File: src/rtl/exec_mulx_seq.sv
`default_nettype none
// ============================================================================
// exec_mulx_seq : radix-2 shift-add multiplier, low W_OPR bits + {ovf,sign,zero,carry}
// Optional: MULX_EARLY_EXIT_EN ends RUN as soon as the remaining multiplier is 0.
// Revision: 1.0
// ============================================================================
module exec_mulx_seq #(
  parameter int W_OPR   = 32,
  parameter int W_FLAGS = 4
) (
  input  logic               clk_i,
  input  logic               rst_n_i,
  input  logic               start_i,
  input  logic [W_OPR-1:0]   opr0_i,
  input  logic [W_OPR-1:0]   opr1_i,
  output logic               busy_o,
  output logic               valid_o,
  output logic [W_OPR-1:0]   result_o,
  output logic [W_FLAGS-1:0] flags_o
);

  localparam int W_CNT = $clog2(W_OPR + 1);

  typedef enum logic [1:0] {
    ST_IDLE = 2'd0,
    ST_RUN  = 2'd1,
    ST_DONE = 2'd2
  } state_e;

  state_e                 state_q, state_d;
  logic [2*W_OPR-1:0]     mcand_q, mcand_d;
  logic [2*W_OPR-1:0]     acc_q, acc_d;
  logic [W_OPR-1:0]       mplier_q, mplier_d;
  logic [W_CNT-1:0]       cnt_q, cnt_d;
  logic                   sign_q, sign_d;
  logic [W_OPR-1:0]       result_q, result_d;
  logic [W_FLAGS-1:0]     flags_q, flags_d;

  logic [2*W_OPR-1:0]     acc_step;
  logic [W_OPR-1:0]       mplier_step;
  logic [W_CNT-1:0]       cnt_step;
  logic                   last_step;

  // One iteration of the shift-add recurrence; mcand_q is pre-shifted to the current bit.
  always_comb begin
    acc_step    = acc_q + (mplier_q[0] ? mcand_q : '0);
    mplier_step = mplier_q >> 1;
    cnt_step    = cnt_q - W_CNT'(1);
`ifdef MULX_EARLY_EXIT_EN
    last_step   = (cnt_step == '0) || (mplier_step == '0);
`else
    last_step   = (cnt_step == '0);
`endif
  end

  always_comb begin
    state_d  = state_q;
    mcand_d  = mcand_q;
    acc_d    = acc_q;
    mplier_d = mplier_q;
    cnt_d    = cnt_q;
    sign_d   = sign_q;
    result_d = result_q;
    flags_d  = flags_q;
    case (state_q)
      ST_IDLE, ST_DONE: begin
        if (start_i) begin
          mcand_d  = {{W_OPR{1'b0}}, opr0_i};
          mplier_d = opr1_i;
          acc_d    = '0;
          cnt_d    = W_CNT'(W_OPR);
          sign_d   = opr0_i[W_OPR-1] ^ opr1_i[W_OPR-1];
          state_d  = ST_RUN;
        end else begin
          state_d  = ST_IDLE;
        end
      end
      ST_RUN: begin
        acc_d    = acc_step;
        mcand_d  = mcand_q << 1;
        mplier_d = mplier_step;
        cnt_d    = cnt_step;
        if (last_step) begin
          state_d  = ST_DONE;
          result_d = acc_step[W_OPR-1:0];
          flags_d  = {sign_q ^ acc_step[W_OPR-1],
                      sign_q,
                      ~|acc_step[W_OPR-1:0],
                      |acc_step[2*W_OPR-1:W_OPR]};
        end
      end
      default: state_d = ST_IDLE;
    endcase
  end

  always_ff @(posedge clk_i) begin
    if (!rst_n_i) begin
      state_q  <= ST_IDLE;
      mcand_q  <= '0;
      acc_q    <= '0;
      mplier_q <= '0;
      cnt_q    <= '0;
      sign_q   <= 1'b0;
      result_q <= '0;
      flags_q  <= '0;
    end else begin
      state_q  <= state_d;
      mcand_q  <= mcand_d;
      acc_q    <= acc_d;
      mplier_q <= mplier_d;
      cnt_q    <= cnt_d;
      sign_q   <= sign_d;
      result_q <= result_d;
      flags_q  <= flags_d;
    end
  end

  assign busy_o   = (state_q == ST_RUN);
  assign valid_o  = (state_q == ST_DONE);
  assign result_o = result_q;
  assign flags_o  = flags_q;

endmodule
`default_nettype wire

File: config.mk
export PLATFORM = sky130hd
export DESIGN_NAME = exec_mulx_seq
export DESIGN_NICKNAME = d
export VERILOG_FILES = /design/src/rtl/exec_mulx_seq.sv
export SDC_FILE = /design/constraint.sdc
export NUM_CORES = 1
export LEC_CHECK = 0
export CORE_MARGIN = 2
export CORE_UTILIZATION = 40
export CTS_BUF_LIST = sky130_fd_sc_hd__clkbuf_4
export DETAILED_ROUTE_END_ITERATION = 12
export GPL_ROUTABILITY_DRIVEN = 0
export SETUP_SLACK_MARGIN = 0.2
export SLEW_MARGIN = 20
export SYNTH_ARGS = -nofsm -noshare
export SYNTH_HDL_FRONTEND = slang
export SYNTH_SLANG_ARGS = --single-unit
File: constraint.sdc
create_clock -name clk_i -period 7.8 [get_ports clk_i]
set_clock_uncertainty 0.05 [all_clocks]
set_input_delay 0.78 -clock clk_i [delete_from_list [all_inputs] [get_ports clk_i]]
set_output_delay 0.78 -clock clk_i [all_outputs]
set_load 0.05 [all_outputs]
# Word level (Yosys, flattened, before mapping)
# Cells that the tools add are included.
# totals
regBits,205
in_bits,67
out_inout_bits,38
wordCells,38
# op_classes
addsub,2
eq_ne,4
mux,12
bitwise_logic,2
n_reduce_logical,10
# op_table
cell,count
case mux 64 bit (2 select lines),2
two-way mux 64 bit,3
adder 64 bit,1
case mux 32 bit (2 select lines),1
OR reduction 32 bit,2
two-way mux 32 bit,1
case mux 6 bit (2 select lines),1
zero test 6 bit,1
two-way mux 6 bit,1
AND reduction 2 bit,3
subtractor 6 x 1 -> 6 bit (second input constant),1
case mux 2 bit (2 select lines),1
== test 2 x 1 -> 1 bit (second input constant),1
== test 2 bit (second input constant),1
zero test 2 bit,1
two-way mux 2 bit,1
!= test 2 x 1 -> 1 bit (second input constant),1
!= test 2 bit (second input constant),1
nonzero test 2 bit,1
OR reduction 2 bit,1
XOR 1 bit,2
zero test 1 bit,1
two-way mux 1 bit,1

# Depth between registers and ports, before layout
# depth
ltp_word,4
depth_mapped,17

# Worst setup path before layout
# OpenSTA, ideal clock, no wires.
# synth_timing
kind,reg2reg
start,register mplier_q[0]
end,register flags_q[1] (netlist: flags_o[1])
t_arrival_ns,3.721
t_required_ns,7.674
path_slack_ns,3.954
path_stages_with_launch,17
n_path_buf,2
synth_period_minus_slack_ns,3.846
cell_sequence,dfxtp_1 clkbuf_1 clkbuf_1 and2_1 ha_1 inv_1 fa_1 nand2b_1 a21oi_1 xor2_1 or4b_2 or4_1 nor4_1 nand2_1 nor4_1 nand4b_1 a21boi_0
# synth_between
elab_chain_len,4
# synth_rtl
item,line,rtl
start: declaration,33,"logic [W_OPR-1:0] mplier_q, mplier_d;"
start signal: assignment,110,mplier_q <= mplier_d;
two-way mux 64 bit,46,acc_step = acc_q + (mplier_q[0] ? mcand_q : '0);
adder 64 bit,46,
OR reduction 32 bit,88,"~|acc_step[W_OPR-1:0],"
zero test 1 bit,88,
end signal: assignment,114,flags_q <= flags_d;
end: declaration,37,"logic [W_FLAGS-1:0] flags_q, flags_d;"
# Every way passes these cells.
# A chain may end at the register's enable or synchronous reset.

# Worst setup path after layout
# layout_timing
start,register mplier_q[0]
end,register flags_q[0] (netlist: flags_o[0])
# layout_between
elab_chain_len,3
# layout_rtl
item,line,rtl
two-way mux 64 bit,46,
adder 64 bit,46,
OR reduction 32 bit,89,|acc_step[2*W_OPR-1:W_OPR]};
# Every way passes these cells.

==> metrics <==
status completed; Area contributors post-synth dfxtp_1 (31%), nand2_1 (7.9%), ha_1 (6.2%); Worst Path Max Fanout 31; Hold Vio Cnt, Final 0; GR Overflow Total 0; Std-Cell Rows 66; Slew HR 34.0%; clock slew at reported path FFs 0.07 ns; critical path endpoint category register; cell family with most CP delay compound AO/OA/AOI/OAI gates; TritonCTS clock tree yes; Yosys top cell by area dfxtp_1; Buf+Inv Stages, Crit Path 1; post-synthesis cell type count between 80 and 90; # H-tree levels 2; Clock Sinks 205; Power Density between 150 and 200 nW/µm²; Mapped Cells 1,671; hold_buf cts 0; detailed-route via count 12,500; Period Utilization, post-route 67.0%; reg-to-reg slack, setup around 2.6 ns; number of buffers created by CTS 57; post-synthesis async set-or-reset flop share 0%; met1 usage 31.5%; most frequent CP cell a21oi_1; M2 GR Usage 32.8%; Avg Inst Size Synth 7.86 µm²; GR peak layer met2; MaxCap Viol Count 0; FF-to-FF End flags_o[0]; Root Buffer clkbuf_4; worst reg-to-reg path cell count 15; clock latency on the worst-skew pair 0.76 ns; WHS 0.396 ns; final setup vio count 0; worst endpoint required time 8.32 ns; Top Ports 105; fin nets 1,851; vias in the first global route 11,800; kind of critical path register to register; Final min period around 5.2 ns; CP max-delay cell dfxtp_1; Least-Margin Pin Slew 0.990 ns; First-pass DRT Iterations 6; share of the synthesized area in the top cell type 31.3%; drt drc 0; CP peak stage delay between 0.9 and 1 ns; Post-DP HPWL ~27,000 µm; Static Leak 6.23 nW; total track usage 22.3%; DR vias/cell 5.68; Die X 185 µm; Port Buffer Count 104; Cell Area, Synth 13,100 µm²; Die Area 34,300 µm²; chip height 185 µm; sum of routed wire length over all layers just under 40,000 µm; layout cells sized above 1 around 7.5%; area grow syn2layout 14.2%; Max Clk Rate ~190 MHz; Multi-input gate area about 8500 µm²; Avg WL per Cell 17.5 µm; Min-Delay Path Class register to register; CP Depth 15; Critical path origin mplier_q[0]; Post-CTS Resized 0; Seq/Total Area, Yosys 31.3%; main flop type after synthesis dfxtp_1; register area 4100 µm²; met3 Resource Use GR 6.23%; RSZ-0062 raised after global routing false; CTS max path bufs 3; setup_tns 0 ns; Post-synth EDFFs 0; Layout fillers roughly 3,300; max-slew violation count 0; initial antenna violation count 4; Yosys warning count 0; Post-CTS Setup Repair Bufs 0; Worst Path Arrival approximately 5.7 ns; largest net degree at the start of global routing approximately 110; synthesis-stage register bit count 205; remaining antenna violation count after routing 0; syn nets 1,804; Worst setup SP type register; Placeable Area 32,500 µm²; peak supply drop 0.0000995 V; reg2reg start mplier_q[0]; Initial Util ~40%; Cell Chain, Critical Path and2_1, ha_1, inv_1, fa_1, nand2b_1, a21oi_1, o21ai_0, a21oi_1, o21a_1, a21boi_1, xnor2_1, a2111oi_0, nand4_1, nor4_1, nor2_1; Critical Path Sink flags_o[0]; DRT iter0 DRCs 1,011; first-pass GRT wire length 61,600 µm
==> cell families (layout without fill, tap and decap cells) <==
kind of cell | after synthesis | in the layout | share of synthesized area, %
AO/OA/AOI/OAI | 464 | 464 | 26.1
AND/OR/NAND/NOR | 734 | 734 | 28.1
flip-flops | 205 | 205 | 31.3
buffers and inverters | 149 | 232 | 4.57
other | 0 | 1 | 0
multiplexers | 6 | 6 | 0.467
XOR/XNOR | 47 | 47 | 3.14
adder cells (fa/ha/maj) | 66 | 66 | 6.35
==> area by class of cell <==
type | count | share of cell area [%]
diodes | 1 | 0.0167
clock buffers | 82 | 4.11
clock inverters | 13 | 0.434
inverters | 24 | 0.601
multi-input cells | 1317 | 56.4
flip-flops and latches | 205 | 27.4
well taps | 442 | 3.69
repair buffers | 113 | 7.38
==> through the flow <==
stage / instance area, µm² / setup WS [ns] / power (W) / utilization (%) / instances
finish: 15000 / 2.58 / 0.00236 / 46.2 / 2197
global placement: 14300 / 2.85 / 0.00143 / 44.1 / 2101
detailed placement: 14300 / 2.76 / 0.00143 / 44.1 / 2101
global route: 15000 / 2.34 / 0.00249 / 46.2 / 2197
CTS: 15000 / 2.65 / 0.00240 / 46.2 / 2196
floorplan: 13100 / 3.95 / 0.00133 / - / 1671
==> how the worst min path moves through the flow <==
stage / endpoint / from / slack [ns] / cells past startpoint
final: mplier_q[3] / mplier_q[4] / 0.40 / 1
after floorplan: acc_q[39] / acc_q[39] / 0.40 / 2
after detailed placement: result_o[18] / result_o[18] / 0.41 / 2
after CTS: mplier_q[3] / mplier_q[4] / 0.40 / 1
after global routing: mplier_q[3] / mplier_q[4] / 0.41 / 1
after global placement: result_o[15] / result_o[15] / 0.41 / 2
==> placed cells by master, fill, tap and decap left out, types with 28 or more instances in the layout <==
cell / n
a21boi_0: 36
a21oi_1: 79
a22oi_1: 78
and2_1: 82
clkbuf_4: 82
clkdlybuf4s50_1: 103
dfxtp_1: 205
ha_1: 65
nand2_1: 275
nand3_1: 83
nand4_1: 35
nor2_1: 62
nor2b_1: 97
nor3_1: 28
o211a_1: 68
o21ai_0: 50
xnor2_1: 28
==> Yosys cell counts (all sizes together) (4+ instances only) <==
master and count:
mux2i 5, a211oi 9, nand3 83, inv 24, o21a 17, nand2 275
or2 5, a21o 20, buf 42, nor2b 98, or3 7, clkbuf 83
nor3 31, xnor2 28, nor4 17, a21boi 37, a21oi 85, o211a 68
nand2b 6, o2111ai 4, a2111oi 8, nor2 64, a22oi 78, a31oi 11
o31a 4, o21bai 9, dfxtp 205, xor2 19, o41ai 4, and4 6
and2 83, o31ai 6, ha 65, o311ai 4, o21ai 58, and3 11
o211ai 10, nand4 35
==> per-layer routing <==
metal | vias up | part of all wire (%)
li1 | 6159 | -
met1 | 5800 | 47
met2 | 441 | 41
met3 | 67 | 8.9
met4 | 4 | 2.1
met5 | - | 0.070
==> sequential cells by signal, summed over array words and instances, names as in the netlist <==
signal and cells:
mplier_q 32, cnt_q 6, result_o 32, acc_q 64, flags_o 4, sign_q 1
mcand_q 64, state_q 2
==> power breakdown <==
part           leakage, nW  switching (W)  internal [W]
clock network        0.402       0.000470      0.000479
logic                 4.16       0.000171      0.000118
registers             1.67      0.0000325       0.00109
total                 6.23       0.000673       0.00168
No activity file was read; power rests on OpenSTA's default activity.
==> RTL change 1, RTL diff (same settings) <==
The option `MULX_EARLY_EXIT_EN` is turned on by a define.
--- a/src/rtl/exec_mulx_seq.sv
+++ b/src/rtl/exec_mulx_seq.sv
@@ -4,6 +4,8 @@
 // Optional: MULX_EARLY_EXIT_EN ends RUN as soon as the remaining multiplier is 0.
 // Revision: 1.0
 // ============================================================================
+`define MULX_EARLY_EXIT_EN
+
 module exec_mulx_seq #(
   parameter int W_OPR   = 32,
   parameter int W_FLAGS = 4
Function: changed (a bounded check fails within 4 cycles, from zero or initial values and one cycle with rst_n_i low).
==> RTL change 1 against the original RTL <==
- worst setup slack improved by 0.48 ns
- power decreased by 0.88%
- area after synthesis decreased by 6.3%
- cell area decreased by 5.8%
- cell count decreased by 4.5%
- routed wire length decreased by 5.7%
- sequential cell count unchanged
- largest power group unchanged
==> RTL change 1: results (changes against the original RTL) <==
| Metric | Value |
|---|---|
| Clock latency on the worst-skew pair | `0.68 ns (was 0.76 ns)` |
| Outcome | `complete, no violations (unchanged)` |
| Register share of the cell area | `0.291 (was 0.274)` |
| Synth Instances | `1617 (was 1671)` |
| Synth unique cells | `78 (was 85)` |
| CP peak stage delay | `0.74 ns (was 0.91 ns)` |
| Top post-synthesis cells by count | `261 x nor2_1, 253 x nand2_1, 205 x dfxtp_1, 124 x a21oi_1 (was 275 x nand2_1, 205 x dfxtp_1, 98 x nor2b_1, 83 x nand3_1)` |
| Synth area leaders | `dfxtp_1 33%, nor2_1 8.0%, nand2_1 7.7% (was dfxtp_1 31%, nand2_1 7.9%, ha_1 6.2%)` |
| CP Max Fanout | `45 (was 31)` |
| P_leak | `5.43 nW (was 6.23 nW)` |
| Vias in the first global route | `11.5k (was 11.8k)` |
| Worst hold endpoint | `result_o[30]$_SDFFE_PN0P_ (was mplier_q[3]$_SDFFE_PN0P_)` |
| First-pass GRT wire length | `58500 µm (was 61600 µm)` |
| Buffering overhead | `0.0793 (was 0.0738)` |
| Worst slew pin tran | `0.981 ns (was 0.990 ns)` |
| Final hold slack | `0.404 ns (was 0.396 ns)` |
| Inverters | `17 (was 24)` |
| Post-DP HPWL | `25800 µm (was 27200 µm)` |
| Maximum vdd drop | `0.000100 V (was 0.0000995 V)` |
| Met2 routed WL | `16200 µm (was 15900 µm)` |
| Met3 Wirelength | `2040 µm (was 3410 µm)` |
| Vias per cell | `5.72 (was 5.68)` |
| Initial DRC count | `985 (was 1011)` |
| Adder-cell area share of the yosys netlist | `0.0678 (was 0.0635)` |
| Top Layer Used | `met4 (was met5)` |
| Fraction of area in clock buffers and inverters | `0.0469 (was 0.0454)` |
| Kind of cell adding the most delay to the critical path | `simple AND/OR/NAND/NOR gates (was compound AO/OA/AOI/OAI gates)` |
| DR WL/cell | `17.3 µm (was 17.5 µm)` |
| Synth Area in XOR/XNOR | `0.0442 (was 0.0314)` |
| Multi-input gates | `1276 (was 1317)` |
| Filler cells | `3147 (was 3259)` |
| Nets | `1801 (was 1851)` |
| Cell depth of the worst hold path | `2 (was 1)` |
| Seq/Total Area, Yosys | `0.334 (was 0.313)` |
| Hold path startpoint | `result_o[30]$_SDFFE_PN0P_ (was mplier_q[4]$_SDFFE_PN0P_)` |
| Clock buf count | `76 (was 82)` |
| Post-synthesis mux area share | `0.00407 (was 0.00467)` |
| Pin count of the biggest net entering global routing | `117 (was 112)` |
| M1 wire length | `16800 µm (was 18300 µm)` |
## RTL change 1: how the worst max path moves through the flow
| stage | to | slack [ns] | depth (start not counted) |
|---|---|---|---|
| 6_report | flags_o[0]$_SDFFE_PN0P_ | 3.06 | 14 |
| 5_1_grt | flags_o[0]$_SDFFE_PN0P_ | 2.68 | 14 |
| 4_1_cts | flags_o[0]$_SDFFE_PN0P_ | 3.10 | 14 |
| 3_5_place_dp | flags_o[0]$_SDFFE_PN0P_ | 3.15 | 14 |
| 3_3_place_gp | flags_o[0]$_SDFFE_PN0P_ | 3.27 | 14 |
| 2_1_floorplan | flags_o[0]$_SDFFE_PN0P_ | 3.90 | 17 |
## RTL change 1: power breakdown
| group | internal (mW) | total (mW) | switching (mW) |
|---|---|---|---|
| Clock | 0.480 | 0.932 | 0.452 |
| Combinational | 0.102 | 0.278 | 0.177 |
| Sequential | 1.09 | 1.13 | 0.0386 |
==> RTL change 2, RTL diff (same flow settings) <==
Made on the original files. Add an input register stage for `start_i`, `opr0_i` and `opr1_i`; this delays them by one clock.
--- a/src/rtl/exec_mulx_seq.sv
+++ b/src/rtl/exec_mulx_seq.sv
@@ -26,6 +26,16 @@
     ST_RUN  = 2'd1,
     ST_DONE = 2'd2
   } state_e;
+
+  logic start_q;
+  logic [W_OPR-1:0] opr0_q;
+  logic [W_OPR-1:0] opr1_q;
+
+  always_ff @(posedge clk_i) begin
+    start_q <= start_i;
+    opr0_q  <= opr0_i;
+    opr1_q  <= opr1_i;
+  end
 
   state_e                 state_q, state_d;
   logic [2*W_OPR-1:0]     mcand_q, mcand_d;
@@ -64,12 +74,12 @@
     flags_d  = flags_q;
     case (state_q)
       ST_IDLE, ST_DONE: begin
-        if (start_i) begin
-          mcand_d  = {{W_OPR{1'b0}}, opr0_i};
-          mplier_d = opr1_i;
+        if (start_q) begin
+          mcand_d  = {{W_OPR{1'b0}}, opr0_q};
+          mplier_d = opr1_q;
           acc_d    = '0;
           cnt_d    = W_CNT'(W_OPR);
-          sign_d   = opr0_i[W_OPR-1] ^ opr1_i[W_OPR-1];
+          sign_d   = opr0_q[W_OPR-1] ^ opr1_q[W_OPR-1];
           state_d  = ST_RUN;
         end else begin
           state_d  = ST_IDLE;
Behaviour: not the same (a bounded check fails within 4 cycles, from zero or initial values and one cycle with rst_n_i low).
==> RTL change 2 against the original RTL <==
- hold slack improved by 0.0042 ns
- cell area rose by 9.2%
- critical endpoint unchanged
- count of clock-buffer cells in the layout rose by 14
- critical path depth fell by 1
- clock power rose by 26%
- sequential share of layout area rose by 5.6 points
- routed wire length rose by 3.4%
- cell count rose by 4.7%
- worst setup slack improved by 0.16 ns
- core utilization rose by 0.16 points
- largest power group unchanged
- sequential cell count rose by 65
- power rose by 26%
- area after synthesis rose by 8.4%
==> RTL change 2: results (changes against the original RTL) <==
| Metric | Value |
|---|---|
| Sink Count | `270 (was 205)` |
| Inverters | `30 (was 24)` |
| Top post-synthesis cells by count | `284 x nand2_1, 270 x dfxtp_1, 95 x clkbuf_1, 91 x nor2b_1, 87 x a22oi_1 (was 275 x nand2_1, 205 x dfxtp_1, 98 x nor2b_1, 83 x nand3_1)` |
| Share of post-route cells with drive strength above 1 | `0.0784 (was 0.0747)` |
| Outcome | `complete, no violations (unchanged)` |
| Synth unique cells | `78 (was 85)` |
| Worst hold endpoint | `mplier_q[16]$_SDFFE_PN0P_ (was mplier_q[3]$_SDFFE_PN0P_)` |
| Gr usage total | `0.215 (was 0.223)` |
| Met3 Wirelength | `2820 µm (was 3410 µm)` |
| Initial antenna violation count | `1 (was 4)` |
| Fraction of area in clock buffers and inverters | `0.0524 (was 0.0454)` |
| Pin count of the biggest net entering global routing | `116 (was 112)` |
| CTS buffer count | `73 (was 57)` |
| Worst slew pin tran | `0.825 ns (was 0.990 ns)` |
| Vias in the first global route | `12.2k (was 11.8k)` |
| Number of detailed-route iterations in the first pass | `5 (was 6)` |
| Post-Route WL | `39800 µm (was 38400 µm)` |
| First-pass GRT wire length | `63600 µm (was 61600 µm)` |
| Diode count | `2 (was 1)` |
| Nets | `1923 (was 1851)` |
| Initial DRC count | `956 (was 1011)` |
| Maximum vdd drop | `0.000121 V (was 0.0000995 V)` |
| FF-to-FF path depth | `14 (was 15)` |
| Hold path startpoint | `mplier_q[17]$_SDFFE_PN0P_ (was mplier_q[4]$_SDFFE_PN0P_)` |
| CP peak stage delay | `0.73 ns (was 0.91 ns)` |
| Worst slack at placement | `2.84 ns (was 2.76 ns)` |
| Non-clk bufs | `114 (was 113)` |
| Sequential cell area | `5410 µm² (was 4100 µm²)` |
| Multi-input gates | `1301 (was 1317)` |
| Met3 usage | `0.0415 (was 0.0623)` |
| GRT met2 Usage | `0.321 (was 0.328)` |
| WP data arrival | `5.60 ns (was 5.74 ns)` |
| Post-DP HPWL | `28100 µm (was 27200 µm)` |
| Met2 routed WL | `17000 µm (was 15900 µm)` |
| Vias per cell | `5.55 (was 5.68)` |
==> RTL change 2: stage by stage <==
step           std cells  hold slack (ns)  cell area [µm²]  power [mW]
2_1_floorplan       1716            0.395            14200        1.69
3_3_place_gp        2176            0.398            15500        1.79
3_5_place_dp        2176            0.405            15500        1.80
4_1_cts             2298            0.359            16400        3.02
5_1_grt             2300            0.389            16400        3.12
6_report            2300            0.400            16400        2.96
==> RTL change 2: cells by family after synthesis <==
kind of cell	after synthesis	synth area share
xor gates and xnor gates	59	0.0363
and+or+nand+nor	707	0.246
AOI/OAI and AO/OA	464	0.236
DFF	270	0.380
adders and majority gates	66	0.0586
muxes	5	0.00361
buffers and inverters	145	0.0393
==> RTL change 2: where the power goes <==
group | switching, mW | internal [mW]
clock network | 0.591 | 0.606
logic | 0.169 | 0.118
registers | 0.0396 | 1.44
